--- src/rtl/play_session_ctrl.sv ---
// Play-mode session controller: steps through a song note by note on a tick timebase,
// grades one hit per note, and keeps score/combo plus a per-user best-score/best-combo table.
module play_session_ctrl #(
    parameter int NUM_USERS  = 8,
    parameter int USER_W     = 3,
    parameter int IDX_W      = 8,
    parameter int DUR_W      = 8,
    parameter int SCORE_W    = 20,
    parameter int COMBO_STEP = 10,
    parameter int MULT_MAX   = 4
) (
    input  logic               clk,
    input  logic               rst_n,
    input  logic               start,
    input  logic               abort,
    input  logic [USER_W-1:0]  user,
    input  logic [1:0]         mode,
    input  logic [IDX_W-1:0]   track_len,
    input  logic               tick,
    input  logic [DUR_W-1:0]   note_dur,
    input  logic               hit_valid,
    input  logic [1:0]         hit_grade,
    output logic [IDX_W-1:0]   note_idx,
    output logic               note_active,
    output logic               busy,
    output logic [SCORE_W-1:0] score,
    output logic [SCORE_W-1:0] combo,
    output logic [SCORE_W-1:0] max_combo,
    output logic               done,
    output logic               new_best,
    output logic [SCORE_W-1:0] best_score
);

    typedef enum logic [1:0] {IDLE, PLAY, RESULT} state_t;

    localparam logic [DUR_W:0]     DUR_ONE   = 1;
    localparam logic [IDX_W-1:0]   IDX_ONE   = 1;
    localparam logic [SCORE_W-1:0] SCORE_ONE = 1;
    localparam logic [SCORE_W-1:0] STEP_C    = SCORE_W'(COMBO_STEP);
    localparam logic [SCORE_W-1:0] MULT_C    = SCORE_W'(MULT_MAX);

    state_t state, state_next;

    logic [USER_W-1:0]  user_q;
    logic [1:0]         mode_q;
    logic [IDX_W-1:0]   len_q;
    logic [DUR_W:0]     timer;
    logic               judged;
    logic [SCORE_W-1:0] tbl_score [NUM_USERS];
    logic [SCORE_W-1:0] tbl_combo [NUM_USERS];

    logic [DUR_W:0]     dur_raw, dur_scaled;
    logic               in_play, judge, note_end, last_note;
    logic [SCORE_W-1:0] steps, mult, gain, cur_best;
    logic [SCORE_W:0]   score_sum;
    logic [SCORE_W-1:0] score_next, combo_next, max_next;

    always_comb begin
        case (mode_q)
            2'b10:   dur_raw = {note_dur, 1'b0};
            2'b11:   dur_raw = {2'b00, note_dur[DUR_W-1:1]};
            default: dur_raw = {1'b0, note_dur};
        endcase
        dur_scaled = (dur_raw == '0) ? DUR_ONE : dur_raw;
    end

    // Abort suppresses both judgement and note end on the same cycle.
    assign in_play   = (state == PLAY);
    assign judge     = in_play && hit_valid && !judged && !abort;
    assign note_end  = in_play && tick && !abort && ((timer + DUR_ONE) == dur_scaled);
    assign last_note = (note_idx == (len_q - IDX_ONE));

    assign steps     = combo / STEP_C;
    assign mult      = (steps >= (MULT_C - SCORE_ONE)) ? MULT_C : (steps + SCORE_ONE);
    assign gain      = SCORE_W'(hit_grade) * mult;
    assign score_sum = {1'b0, score} + {1'b0, gain};
    assign cur_best  = tbl_score[user_q];

    always_comb begin
        score_next = score;
        combo_next = combo;
        if (judge) begin
            if (hit_grade != 2'd0) begin
                score_next = score_sum[SCORE_W] ? '1 : score_sum[SCORE_W-1:0];
                combo_next = (combo == '1) ? combo : (combo + SCORE_ONE);
            end else begin
                combo_next = '0;
            end
        end else if (note_end && !judged) begin
            combo_next = '0;
        end
        max_next = (combo_next > max_combo) ? combo_next : max_combo;
    end

    always_ff @(posedge clk) begin
        if (!rst_n) state <= IDLE;
        else        state <= state_next;
    end

    always_comb begin
        state_next = state;
        case (state)
            IDLE:    if (start) state_next = (track_len == '0) ? RESULT : PLAY;
            PLAY: begin
                if (abort)                      state_next = IDLE;
                else if (note_end && last_note) state_next = RESULT;
            end
            RESULT:  state_next = IDLE;
            default: state_next = IDLE;
        endcase
    end

    always_ff @(posedge clk) begin
        if (!rst_n) begin
            user_q    <= '0;
            mode_q    <= '0;
            len_q     <= '0;
            timer     <= '0;
            judged    <= 1'b0;
            note_idx  <= '0;
            score     <= '0;
            combo     <= '0;
            max_combo <= '0;
            for (int i = 0; i < NUM_USERS; i++) begin
                tbl_score[i] <= '0;
                tbl_combo[i] <= '0;
            end
        end else begin
            case (state)
                IDLE: if (start) begin
                    user_q    <= user;
                    mode_q    <= mode;
                    len_q     <= track_len;
                    timer     <= '0;
                    judged    <= 1'b0;
                    note_idx  <= '0;
                    score     <= '0;
                    combo     <= '0;
                    max_combo <= '0;
                end
                PLAY: begin
                    score     <= score_next;
                    combo     <= combo_next;
                    max_combo <= max_next;
                    if (note_end) begin
                        timer  <= '0;
                        judged <= 1'b0;
                        if (!last_note) note_idx <= note_idx + IDX_ONE;
                    end else begin
                        if (tick && !abort) timer <= timer + DUR_ONE;
                        if (judge) judged <= 1'b1;
                    end
                end
                RESULT: begin
                    if (score > cur_best)               tbl_score[user_q] <= score;
                    if (max_combo > tbl_combo[user_q]) tbl_combo[user_q] <= max_combo;
                end
                default: ;
            endcase
        end
    end

    assign note_active = in_play;
    assign busy        = (state != IDLE);
    assign done        = (state == RESULT);
    assign new_best    = (state == RESULT) && (score > cur_best);
    assign best_score  = tbl_score[user];

endmodule

--- config.mk ---
export PLATFORM = sky130hd
export DESIGN_NAME = play_session_ctrl
export DESIGN_NICKNAME = d
export VERILOG_FILES = /design/src/rtl/play_session_ctrl.sv
export SDC_FILE = /design/constraint.sdc
export NUM_CORES = 1
export LEC_CHECK = 0
export CAP_MARGIN = 5
export CELL_PAD_IN_SITES_DETAIL_PLACEMENT = 1
export CELL_PAD_IN_SITES_GLOBAL_PLACEMENT = 1
export CORE_ASPECT_RATIO = 1.5
export CORE_MARGIN = 2
export CORE_UTILIZATION = 47
export DETAILED_ROUTE_END_ITERATION = 6
export DONT_BUFFER_PORTS = 1
export HOLD_SLACK_MARGIN = 0.15
export PLACE_DENSITY = 0.76
export SYNTH_ARGS = -nofsm -noshare
export SYNTH_HDL_FRONTEND = slang
export SYNTH_SLANG_ARGS = --single-unit
export TNS_END_PERCENT = 100
--- constraint.sdc ---
create_clock -name clk -period 12.1 [get_ports clk]
set_input_delay 1.815 -clock clk [delete_from_list [all_inputs] [get_ports clk]]
set_output_delay 1.815 -clock clk [all_outputs]
set_load 0.01 [all_outputs]
**Word level (Yosys, flattened, before mapping)**

Memories as Yosys holds them, arrays and structs flattened. A register that Yosys moved wholly into a read port is not among the register bits.
Cells that the tools add are included.

- Flip-flop bits (word level): 93
- Bits in latches: 0
- Bits in writable memories: 160
- Memory bits (read-only): 0
- Bits of input ports: 29
- Output and inout port bits: 92
- Memories: 1

Memories:

| name | depth | width | rd ports | clocked after Yosys merged registers in | write ports | line | source |
|---|---|---|---|---|---|---|---|
| tbl_score | 8 | 20 | 2 | 1 | 8 | 49 | `logic [SCORE_W-1:0] tbl_score [NUM_USERS];` |

- $add $sub $neg: 6
- Multiply operators: 1
- Divide/modulo/power cells: 1
- Magnitude comparators: 3
- Equal/unequal tests: 16
- Shift-type cells: 0
- Mux-type cells: 42
- Bitwise operators: 0
- Reduce and logical (&&, ||, !) cells: 27

Operators with widths:

| kind | count |
|---|---|
| 2-to-1 mux 20 bit | 11 |
| one-hot mux 20 bit (2 select lines) | 3 |
| adder 20 x 1 -> 20 bit, second input constant | 2 |
| > comparator 20 bit | 2 |
| 2-to-1 mux 9 bit | 4 |
| one-hot mux 9 bit (2 select lines) | 2 |
| 2-to-1 mux 8 bit | 3 |
| adder 20 x 20 -> 21 bit | 1 |
| divider 20 x 4 -> 20 bit, second input constant | 1 |
| == test 20 bit, second input constant | 1 |
| >= comparator 20 x 2 -> 1 bit, second input constant | 1 |
| multiplier 2 x 20 -> 20 bit | 1 |
| OR reduction 20 bit | 1 |
| one-hot mux 8 bit (2 select lines) | 1 |
| logical AND 1 bit | 10 |
| adder 9 x 1 -> 9 bit, second input constant | 1 |
| == test 9 bit | 1 |
| zero test 9 bit | 1 |
| 2-to-1 mux 1 bit | 9 |
| 2-to-1 mux 3 bit | 3 |
| AND reduction 3 bit | 3 |
| adder 8 x 1 -> 8 bit, second input constant | 1 |
| == test 8 bit | 1 |
| zero test 8 bit | 1 |
| other kinds (15) | 31 |

**Longest topological paths before layout**

Gate-level depths: netlist of run 1.

- Depth after elaboration: 12
- Mapped depth: 65
- Gate-level depth less buffers: 59

**Least setup slack after synthesis of run 1**

OpenSTA, ideal clock, no wires.

- Path kind: register to register
- From: register combo[17]
- To: register score[12]
- Library setup time: 0.115 ns
- Data arrival time: 11.839 ns
- Slack: 0.147 ns
- Cell stages (with the launch flop): 61
- Path through: dfxtp_1 -> buf_4 -> and4bb_1 -> a221oi_2 -> o2111ai_2 -> o31ai_4 -> a31oi_2 -> o41ai_4 -> mux2_2 -> a311o_1 -> o211a_1 -> a211o_1 -> or3_4 -> o211ai_4 -> nor2_1 -> nor4_2 -> o2111a_2 -> nor3_1 -> (+25 left out) -> a21boi_0 -> o21ai_0 -> a21boi_0 -> o21ai_0 -> a21boi_0 -> o21a_1 -> o21a_1 -> o21ai_0 -> a21boi_0 -> o21ai_0 -> a21boi_0 -> o21ai_0 -> a21boi_0 -> o21ai_0 -> nand2b_1 -> and2_1 -> clkbuf_1 -> o21a_1

- Cells in the longest elaborated chain, start to end: 9
- Elaborated cells between the ends (all ways): 10
- Those cells by class: add/sub: 2; mul: 1; div: 1; order compare: 1; mux: 5

RTL lines:

| what | line | source |
|---|---|---|
| from (decl) | 27 | `output logic [SCORE_W-1:0] combo,` |
| from (signal assigned) | 143 | `combo <= combo_next;` |
| divider 20 x 4 -> 20 bit * | 73 | `assign steps = combo / STEP_C;` |
| adder 20 x 1 -> 20 bit or >= comparator 20 x 2 -> 1 bit (tied branches) | 74 | `assign mult = (steps >= (MULT_C - SCORE_ONE)) ? MULT_C : (steps + SCORE_ONE);` |
| 2-to-1 mux 20 bit * | 74 |  |
| multiplier 2 x 20 -> 20 bit * | 75 | `assign gain = SCORE_W'(hit_grade) * mult;` |
| adder 20 x 20 -> 21 bit * | 76 | `assign score_sum = {1'b0, score} + {1'b0, gain};` |
| 2-to-1 mux 20 bit * | 84 | `score_next = score_sum[SCORE_W] ? '1 : score_sum[SCORE_W-1:0];` |
| 2-to-1 mux 20 bit * | 83 | `if (hit_grade != 2'd0) begin` |
| 2-to-1 mux 20 bit * | 82 | `if (judge) begin` |
| one-hot mux 20 bit (2 select lines) * | 129 | `case (state)` |
| to (signal assigned) | 142 | `score <= score_next;` |
| to (decl) | 26 | `output logic [SCORE_W-1:0] score,` |

Every way passes the cells marked *; elsewhere a longest branch is shown, timed or not. The select of a mux whose other input is x is not followed.
A chain may end at the register's enable or synchronous reset.

**Final worst setup path of run 1**

- From: register combo[16]
- To: register score[19]

Same word-level chain as after synthesis.

==> impl_metrics.json, run 1 <==
{
  "status": "complete, but fails checks",
  "violations": "setup timing",
  "finalHoldViolCount": 0,
  "start_util": 0.4742,
  "synth_ff_type": "edfxtp_1",
  "rows": 88,
  "hold_start": "state[1]",
  "dr_total_vias": 16100,
  "dp_hpwl_microns": 45470,
  "crit_type": "flop to flop",
  "r2r_cells": 62,
  "ant_nets": 0,
  "grt_pass1_wl_microns": 101300,
  "postPlaceCellArea_sq_mm": 0.01990,
  "period_share": 1.017,
  "cp_common_cell": "o21ai_1",
  "synth_cell_types": 103,
  "yosysMostFrequentCell": "and2_1",
  "met1_usage": 0.3166,
  "synth_async_sr_flop_share": 0,
  "slowest_stage": "fa_1",
  "grt_overflow_total": 0,
  "hold_class": "flop to flop",
  "end_kind": "flop",
  "cp.required_ps": 12570,
  "yosys_warnings": 0,
  "synth_top_area_frac": 0.2652,
  "cts_tree": "built",
  "worst_setup_path_start_kind": "flop",
  "synth_area_leaders": "edfxtp_1, dfxtp_1, mux4_2",
  "clock.fmax_mhz": 81.27,
  "yosysTopAreaCell": "edfxtp_1",
  "antenna_found_initial": 0,
  "rsz0062_at_grt": "yes",
  "synth-simple-area-share": 0.2016,
  "portBuffers": 0,
  "detail_route.wl_per_cell_microns": 26.78,
  "drt_iter0_markers": 1002,
  "grt_pass1_vias": 17770,
  "synthCells": 1815,
  "root_buffer": "clkbuf_16",
  "setup_viol_count_final": 20,
  "dpl_worst_slack_ps": -1476,
  "worstMarginPinSlew_ps": 1285,
  "irDropWorstVdd_mv": 0.1783,
  "insertion_delay_ps": 570,
  "area_growth_pct": 22.35,
  "die-area_sq_mm": 0.04016,
  "dr.pass1.iters": 5,
  "place_inst": 2419,
  "cts_buffers": 26,
  "synth_edf_count": 160,
  "grt_max_degree": 88,
  "synth_compound_area_frac": 0.1494,
  "synth_xor_area_frac": 0.03191,
  "setup_slack_ps": -205.3,
  "top_usage_layer": "met2",
  "final_cells": 2523,
  "die_y_microns": 244.5,
  "vias_per_cell": 6.380,
  "routabilityCongestion": 1.002,
  "tns_ps": -2092,
  "p_leak_nw": 8.557,
  "arrival_ps": 12770,
  "drive_gt1_frac": 0.2816,
  "met3_usage": 0.06157,
  "cts.path.max_buffers": 3,
  "crit_fanout": 8,
  "synth_mux_area_frac": 0.1409,
  "synth_common_cells": "and2_1, edfxtp_1, nand2_1",
  "layout.nets": 2125,
  "fp.dieW_microns": 164.3,
  "clk_pin_slew_ps": 70,
  "r2r_setup_slack_ps": -210,
  "drt_wl_total_microns": 67570,
  "p_per_area_mw_per_mm2": 98.45,
  "htree_num_levels": 1,
  "reg2reg_to": "score[19]",
  "whs_ps": 479.2,
  "relSlewSlack": 0.1399,
  "synth_top_family_by_area": "simple AND/OR/NAND/NOR gates",
  "syn_area_sq_mm": 0.01812,
  "grt_usage": 0.3280,
  "period_needed_ps": 12310,
  "cap_viol_max_count": 0,
  "coreArea_sq_mm": 0.03821,
  "critPathMaxStageDelay_ps": 490,
  "fin_area_sq_mm": 0.02217,
  "slew_violations": 0,
  "drc": 0,
  "yosysSeqAreaShare": 0.3713,
  "synth_seq_cells": 256,
  "clock_skew_ps": 24.56,
  "total_power_mw": 2.182,
  "synth_fa_ha_area_frac": 0.06216,
  "syn_avg_cell_area_sq_um": 9.981,
  "cts_num_sinks": 256,
  "utilization": 0.5801,
  "hold-path-endpoint": "state[1]",
  "grtUsageMet2": 0.6276,
  "timing.rr.start": "combo[16]",
  "n_antenna_cell": 0,
  "min_path_cells": 1,
  "io_pins": 121
}
[per-layer routing]
| metal | share of wire | routed length, microns |
|---|---|---|
| met5 | 0 | 0 |
| met2 | 0.55 | 36900 |
| met1 | 0.32 | 21860 |
| met4 | 0.067 | 4509 |
| met3 | 0.064 | 4299 |
[kinds of logic after synthesis]
kind of cell    after synthesis
fa+ha+maj                    89
mux                         151
flops                       256
buf+inv                     193
compound gates              394
other cells                   1
xor+xnor                     66
simple gates                665
[critical path: cells and delay by family, from the launching register on]
kind / cells / cell delay [ps]
adders and majority gates: 4 / 1030
AOI/OAI and AO/OA: 33 / 6560
DFF: 1 / 390
xor gates and xnor gates: 1 / 170
buffers and inverters: 7 / 890
and+or+nand+nor: 17 / 3120
[cell usage in the layout, fill, tap and decap left out, types with 7 or more instances in the layout]
cell type,instances
xnor2_1,42
clkbuf_1,7
buf_4,234
o21ai_0,67
or3_1,14
nor2b_1,49
xor2_1,22
edfxtp_1,160
and3_1,12
nor4_1,14
dfxtp_1,87
a21boi_0,21
mux2_2,22
mux4_2,80
o21ai_2,13
nor3_1,29
o21a_1,24
nor2_2,16
nor2_1,83
nand3_1,31
mux2i_1,45
buf_6,14
a21oi_1,75
clkbuf_16,27
ha_1,83
inv_1,73
and2_1,180
o211ai_1,11
nand4_1,21
a21oi_2,9
o21ai_1,26
o31ai_1,8
nand2_1,114
conb_1,30
nand2b_1,23
a21o_1,10
[worst max path at each step]
stage	depth (start not counted)	start	to
finish	62	combo[16]	score[19]
global route	64	combo[17]	score[11]
CTS	62	combo[17]	score[15]
detailed placement	59	combo[17]	score[15]
global placement	60	combo[14]	score[15]
floorplan	60	combo[17]	score[12]
[flip-flops by register name, indices dropped and copies added, names as in the netlist, named ones only]
name and flops:
judged 1, score 20, combo 20, max_combo 20, note_idx 8, user_q 3, mode_q 2, timer 9
tbl_score 160, state 2, len_q 8
[area by class of cell]
class / instances / area, sq um
fill: 4107 / 16040
multi-input combinational: 1395 / 11600
sequential: 256 / 6748
timing repair buffer: 249 / 1929
clock buffer: 37 / 743.2
tap: 495 / 619.3
inverter: 80 / 300.3
clock inverter: 11 / 220.2
[what timing repair did]
item | 4_1_cts | 5_1_grt
hold buffers | 0 | 0
gates resized for setup | 137 | 91
setup endpoints to repair | 20 | 20
buffers inserted | 36 | 21
pin swaps | 69 | 61
[report_power, final]
part / total, mW / internal, mW / switching (mW)
sequential: 0.977 / 0.948 / 0.0291
combinational: 0.279 / 0.123 / 0.156
clock: 0.926 / 0.558 / 0.369
Power figures use the tool's default switching activity.
==> run 2: changes to the inputs <==
--- a/config.mk
+++ b/config.mk
@@ -5,12 +5,11 @@
 export SDC_FILE = /design/constraint.sdc
 export NUM_CORES = 1
 export LEC_CHECK = 0
+export ABC_AREA = 0
 export CAP_MARGIN = 5
-export CELL_PAD_IN_SITES_DETAIL_PLACEMENT = 1
-export CELL_PAD_IN_SITES_GLOBAL_PLACEMENT = 1
-export CORE_ASPECT_RATIO = 1.5
+export CORE_ASPECT_RATIO = 1.75
 export CORE_MARGIN = 2
-export CORE_UTILIZATION = 47
+export CORE_UTILIZATION = 59
 export DETAILED_ROUTE_END_ITERATION = 6
 export DONT_BUFFER_PORTS = 1
 export HOLD_SLACK_MARGIN = 0.15
==> impl_metrics.json, run 2 (same netlist as run 1, synthesis figures left out) <==
{
  "cts.path.max_buffers": 3,
  "period_share": 1.003,
  "worstMarginPinSlew_ps": 1127,
  "layout.nets": 2097,
  "cp_num_buf_inv": 6,
  "crit_type": "flop to flop",
  "regMostFlops": "tbl_score",
  "layout_common_cells": "buf_4, and2_1, edfxtp_1",
  "critPathTopFamily": "compound AO/OA/AOI/OAI gates",
  "slowest_stage": "or4_1",
  "timing.rr.start": "combo[16]",
  "grt_overflow_total": 0,
  "start_util": 0.6006,
  "postPlaceCellArea_sq_mm": 0.01971,
  "antenna_found_initial": 1,
  "vias_per_cell": 6.583,
  "finalHoldViolCount": 0,
  "rows": 84,
  "ant_nets": 0,
  "dr_total_vias": 15710,
  "p_per_area_mw_per_mm2": 92.53,
  "dpl_worst_slack_ps": -773.4,
  "die-area_sq_mm": 0.03218,
  "cts_tree": "built",
  "irDropWorstVdd_mv": 0.1176,
  "io_pins": 121,
  "worst_setup_path_start_kind": "flop",
  "drive_gt1_frac": 0.2633,
  "cp.required_ps": 12500,
  "slew_violations": 0,
  "drt_wl_total_microns": 57880,
  "fp.dieW_microns": 136.5,
  "fin_area_sq_mm": 0.02154,
  "critPathMaxStageDelay_ps": 570,
  "p_leak_nw": 8.322,
  "area_growth_pct": 18.88,
  "largest_reg_flops": 160,
  "grt_usage": 0.3500,
  "status": "complete, but fails checks",
  "root_buffer": "clkbuf_16",
  "setup_slack_ps": -38.26,
  "hold_start": "len_q[7]",
  "grt_pass1_wl_microns": 86690,
  "die_y_microns": 235.8,
  "hold_class": "flop to flop",
  "grt_max_degree": 88,
  "violations": "setup timing",
  "cp_common_cell": "o21ai_1",
  "grt_pass1_vias": 16100,
  "cap_viol_max_count": 0,
  "portBuffers": 0,
  "drt_iter0_markers": 1040,
  "cts_buffers": 24,
  "coreArea_sq_mm": 0.03016,
  "crit_start": "combo[16]",
  "dr.pass1.iters": 5,
  "crit_fanout": 8,
  "relSlewSlack": 0.2477,
  "hold_buffers": 0,
  "fillers": 2149,
  "layout_commonest_cell": "buf_4",
  "clock_skew_ps": 14.93,
  "arrival_ps": 12540,
  "rsz0062_at_grt": "yes",
  "routabilityCongestion": 0.9991,
  "end_kind": "flop",
  "insertion_delay_ps": 550,
  "setup_viol_count_final": 10,
  "htree_num_levels": 1,
  "dp_hpwl_microns": 40900,
  "clock.fmax_mhz": 82.38,
  "drc": 0,
  "clk_pin_slew_ps": 60,
  "cts_num_sinks": 256,
  "period_needed_ps": 12140,
  "detail_route.wl_per_cell_microns": 24.26
}
==> run 2: area by class of cell <==
| cell class | instances | area [sq um] | area share |
|---|---|---|---|
| diodes | 1 | 2.502 | 0.0001162 |
| flip-flops and latches | 256 | 6749 | 0.3134 |
| repair buffers | 221 | 1734 | 0.08052 |
| well taps | 387 | 484.2 | 0.02248 |
| multi-input cells | 1397 | 11500 | 0.5338 |
| inverters | 80 | 300.3 | 0.01394 |
| clock buffers | 34 | 648.1 | 0.03009 |
| clock inverters | 10 | 121.4 | 0.005635 |
==> run 2: report_power, final <==
group / internal [mW] / leakage (nW) / total [mW] / switching (mW)
combinational: 0.120 / 5.51 / 0.264 / 0.144
sequential: 0.948 / 2.43 / 0.973 / 0.0252
clock: 0.420 / 0.375 / 0.756 / 0.336
==> run 2: path summary, 6_finish.rpt <==
check	endpoint	slack (ps)	depth (start not counted)
setup / recovery	score[14]	-40	61
hold / removal	len_q[7]	490	2
setup reg to reg	score[14]	-40	61
hold reg to reg	len_q[7]	490	2
==> run 2: stage by stage <==
step	hold slack [ps]	power, mW	util	setup TNS [ps]	instances
after floorplan	425.2	1.184	-	0	1844
after global placement	441.9	1.229	0.6533	-10330	2304
after detailed placement	468.4	1.239	0.6533	-14620	2304
after CTS	483.5	1.986	0.6828	0	2350
after global routing	518.0	2.051	0.7140	-10640	2386
final	485.1	1.993	0.7140	-194.9	2386
==> run 2: worst min-delay path, delay by kind of cell, from the launching register on <==
family	cells	cell delay, ps
compound gates	1	70
flops	1	320
simple gates	1	50
==> run 2: metal layers <==
layer / GRT usage / share of wire
met1: 0.3378 / 0.31
met4: 0.2449 / 0.082
met3: 0.05244 / 0.062
met5: 0 / 0
met2: 0.6568 / 0.54
==> run 2: what timing repair did <==
item,in CTS,in global routing
gates cloned,0,4
resized for setup,36,164
setup endpoints to repair,20,20
buffers inserted,2,32
pin swaps,7,75
==> run 3: changes to the inputs <==
--- a/config.mk
+++ b/config.mk
@@ -10,10 +10,12 @@
 export CORE_ASPECT_RATIO = 1.75
 export CORE_MARGIN = 2
 export CORE_UTILIZATION = 59
+export CTS_BUF_LIST = sky130_fd_sc_hd__clkbuf_16
 export DETAILED_ROUTE_END_ITERATION = 6
 export DONT_BUFFER_PORTS = 1
 export HOLD_SLACK_MARGIN = 0.15
 export PLACE_DENSITY = 0.76
+export SETUP_SLACK_MARGIN = 0.05
 export SYNTH_ARGS = -nofsm -noshare
 export SYNTH_HDL_FRONTEND = slang
 export SYNTH_SLANG_ARGS = --single-unit
==> impl_metrics.json, run 3 (same netlist as run 1, synthesis figures left out) <==
{
  "drt_wl_total_microns": 58040,
  "finalHoldViolCount": 0,
  "area_growth_pct": 18.32,
  "r2r_setup_slack_ps": -100,
  "die_y_microns": 235.8,
  "worst_setup_path_start_kind": "flop",
  "insertion_delay_ps": 550,
  "hold_buffers": 0,
  "r2r_cells": 61,
  "period_share": 1.008,
  "p_leak_nw": 8.341,
  "coreArea_sq_mm": 0.03016,
  "drt_iter0_markers": 1068,
  "utilization": 0.7106,
  "relSlewSlack": 0.2642,
  "layout_commonest_cell": "buf_4",
  "setup_slack_ps": -96.60,
  "clkPwrFrac": 0.376,
  "multiInputGateArea_sq_mm": 0.01143,
  "worstMarginPinSlew_ps": 1103,
  "end_kind": "flop",
  "routabilityCongestion": 0.9991,
  "grt_usage": 0.3522,
  "clk_pin_slew_ps": 60,
  "htree_num_levels": 1,
  "dr.pass1.iters": 5,
  "layout_common_cells": "buf_4, and2_1, edfxtp_1",
  "rsz0062_at_grt": "yes",
  "cp_common_cell": "o21ai_1",
  "die-area_sq_mm": 0.03218,
  "grt_pass1_wl_microns": 87080,
  "setup_viol_count_final": 9,
  "dp_hpwl_microns": 40900,
  "irDropWorstVdd_mv": 0.1179,
  "layout.nets": 2096,
  "cts_buffers": 24,
  "cts.path.max_buffers": 3,
  "hold_start": "len_q[7]",
  "p_per_area_mw_per_mm2": 92.53,
  "register_area_sq_mm": 0.006744,
  "timing.rr.start": "combo[16]",
  "tns_ps": -221.9,
  "cp.required_ps": 12500,
  "grt_max_degree": 88,
  "cts_tree": "built",
  "status": "complete, but fails checks",
  "cts_num_sinks": 256,
  "whs_ps": 482.6,
  "clock_skew_ps": 14.24,
  "critPathMaxStageDelay_ps": 540,
  "final_cells": 2385,
  "io_pins": 121,
  "sequentialPowerShare": 0.491,
  "fp.dieW_microns": 136.5,
  "p_int_mw": 1.475,
  "antenna_found_initial": 1,
  "drc": 0,
  "rows": 84,
  "portBuffers": 0,
  "hold-path-endpoint": "len_q[7]",
  "slowest_stage": "or4_4",
  "place_inst": 2304,
  "largest_reg_flops": 160,
  "violations": "setup timing",
  "period_needed_ps": 12200,
  "arrival_ps": 12590,
  "ant_nets": 0,
  "grt_pass1_vias": 16090,
  "start_util": 0.6006,
  "comb_power_share": 0.134,
  "drive_gt1_frac": 0.2589,
  "crit_fanout": 7,
  "min_path_cells": 2,
  "slew_violations": 0,
  "cp_num_buf_inv": 6,
  "reg2reg_to": "score[14]",
  "root_buffer": "clkbuf_16",
  "vias_per_cell": 6.601,
  "fillers": 2174,
  "swShare": 0.2564,
  "dr_total_vias": 15740,
  "cap_viol_max_count": 0,
  "critPathTopFamily": "compound AO/OA/AOI/OAI gates",
  "p_sw_mw": 0.5086,
  "hold_class": "flop to flop",
  "regMostFlops": "tbl_score",
  "detail_route.wl_per_cell_microns": 24.34,
  "grt_overflow_total": 0,
  "clock.fmax_mhz": 81.99,
  "crit_type": "flop to flop"
}
## run 3: cell types whose count changed in the layout (fill, tap and decap cells not counted), sizes merged
cell	previous run	this run
buf	218	219
inv	78	87
clkbuf	37	25
clkinv	10	11
## run 3: repair_timing
| item | CTS | global route |
|---|---|---|
| buffers inserted | 3 | 29 |
| pin swaps | 9 | 70 |
| gates resized for setup | 38 | 148 |
| setup endpoints to repair | 20 | 20 |
| cloned | 0 | 4 |
## run 3: worst register-to-register path: cells and delay by family (launching register included)
kind | cells | cell delay (ps)
compound gates | 36 | 5830
fa+ha+maj | 4 | 1120
buf+inv | 6 | 740
flops | 1 | 390
mux | 1 | 370
simple gates | 14 | 3610
## run 3: final cells by class
class / count / share of cell area
Multi-Input combinational cell: 1397 / 0.5332
Sequential cell: 256 / 0.3146
Timing Repair Buffer: 220 / 0.08008
Clock buffer: 24 / 0.02802
Tap cell: 387 / 0.02259
Inverter: 80 / 0.01401
Clock inverter: 20 / 0.007413
Antenna cell: 1 / 0.0001167
## run 3: metrics by stage
step | power [mW] | setup slack, ps | instance area [sq um]
floorplan | 1.184 | 146.6 | 18230
detailed placement | 1.239 | -773.4 | 19710
global placement | 1.229 | -550.9 | 19710
finish | 1.984 | -96.60 | 21440
global route | 2.041 | -700.4 | 21440
CTS | 1.974 | 62.40 | 20590
## run 3: power by group through the flow
stage          combinational (mW)  sequential (mW)  clock [mW]
3_5_place_dp                0.248            0.992           0
4_1_cts                     0.252            0.973       0.749
2_1_floorplan               0.204            0.980           0
6_report                    0.265            0.974       0.745
5_1_grt                     0.287            0.976       0.777
3_3_place_gp                0.242            0.987           0
## run 3: worst max path at each step
stage          startpoint         to  slack (ps)  cells past startpoint
5_1_grt         combo[18]  score[14]        -700                     61
2_1_floorplan   combo[17]  score[12]         150                     60
6_report        combo[16]  score[14]        -100                     61
4_1_cts         combo[16]  score[19]          60                     61
3_3_place_gp    combo[16]   score[8]        -550                     59
3_5_place_dp    combo[16]   score[7]        -770                     59
## run 3: routing by layer
layer | global-route usage | routed length [microns] | up-vias
met3 | 0.05566 | 3842 | 306
met2 | 0.6552 | 31100 | 807
met4 | 0.2478 | 5108 | 0
met5 | 0 | 0 | -
li1 | - | - | 7030
met1 | 0.3426 | 17990 | 7600
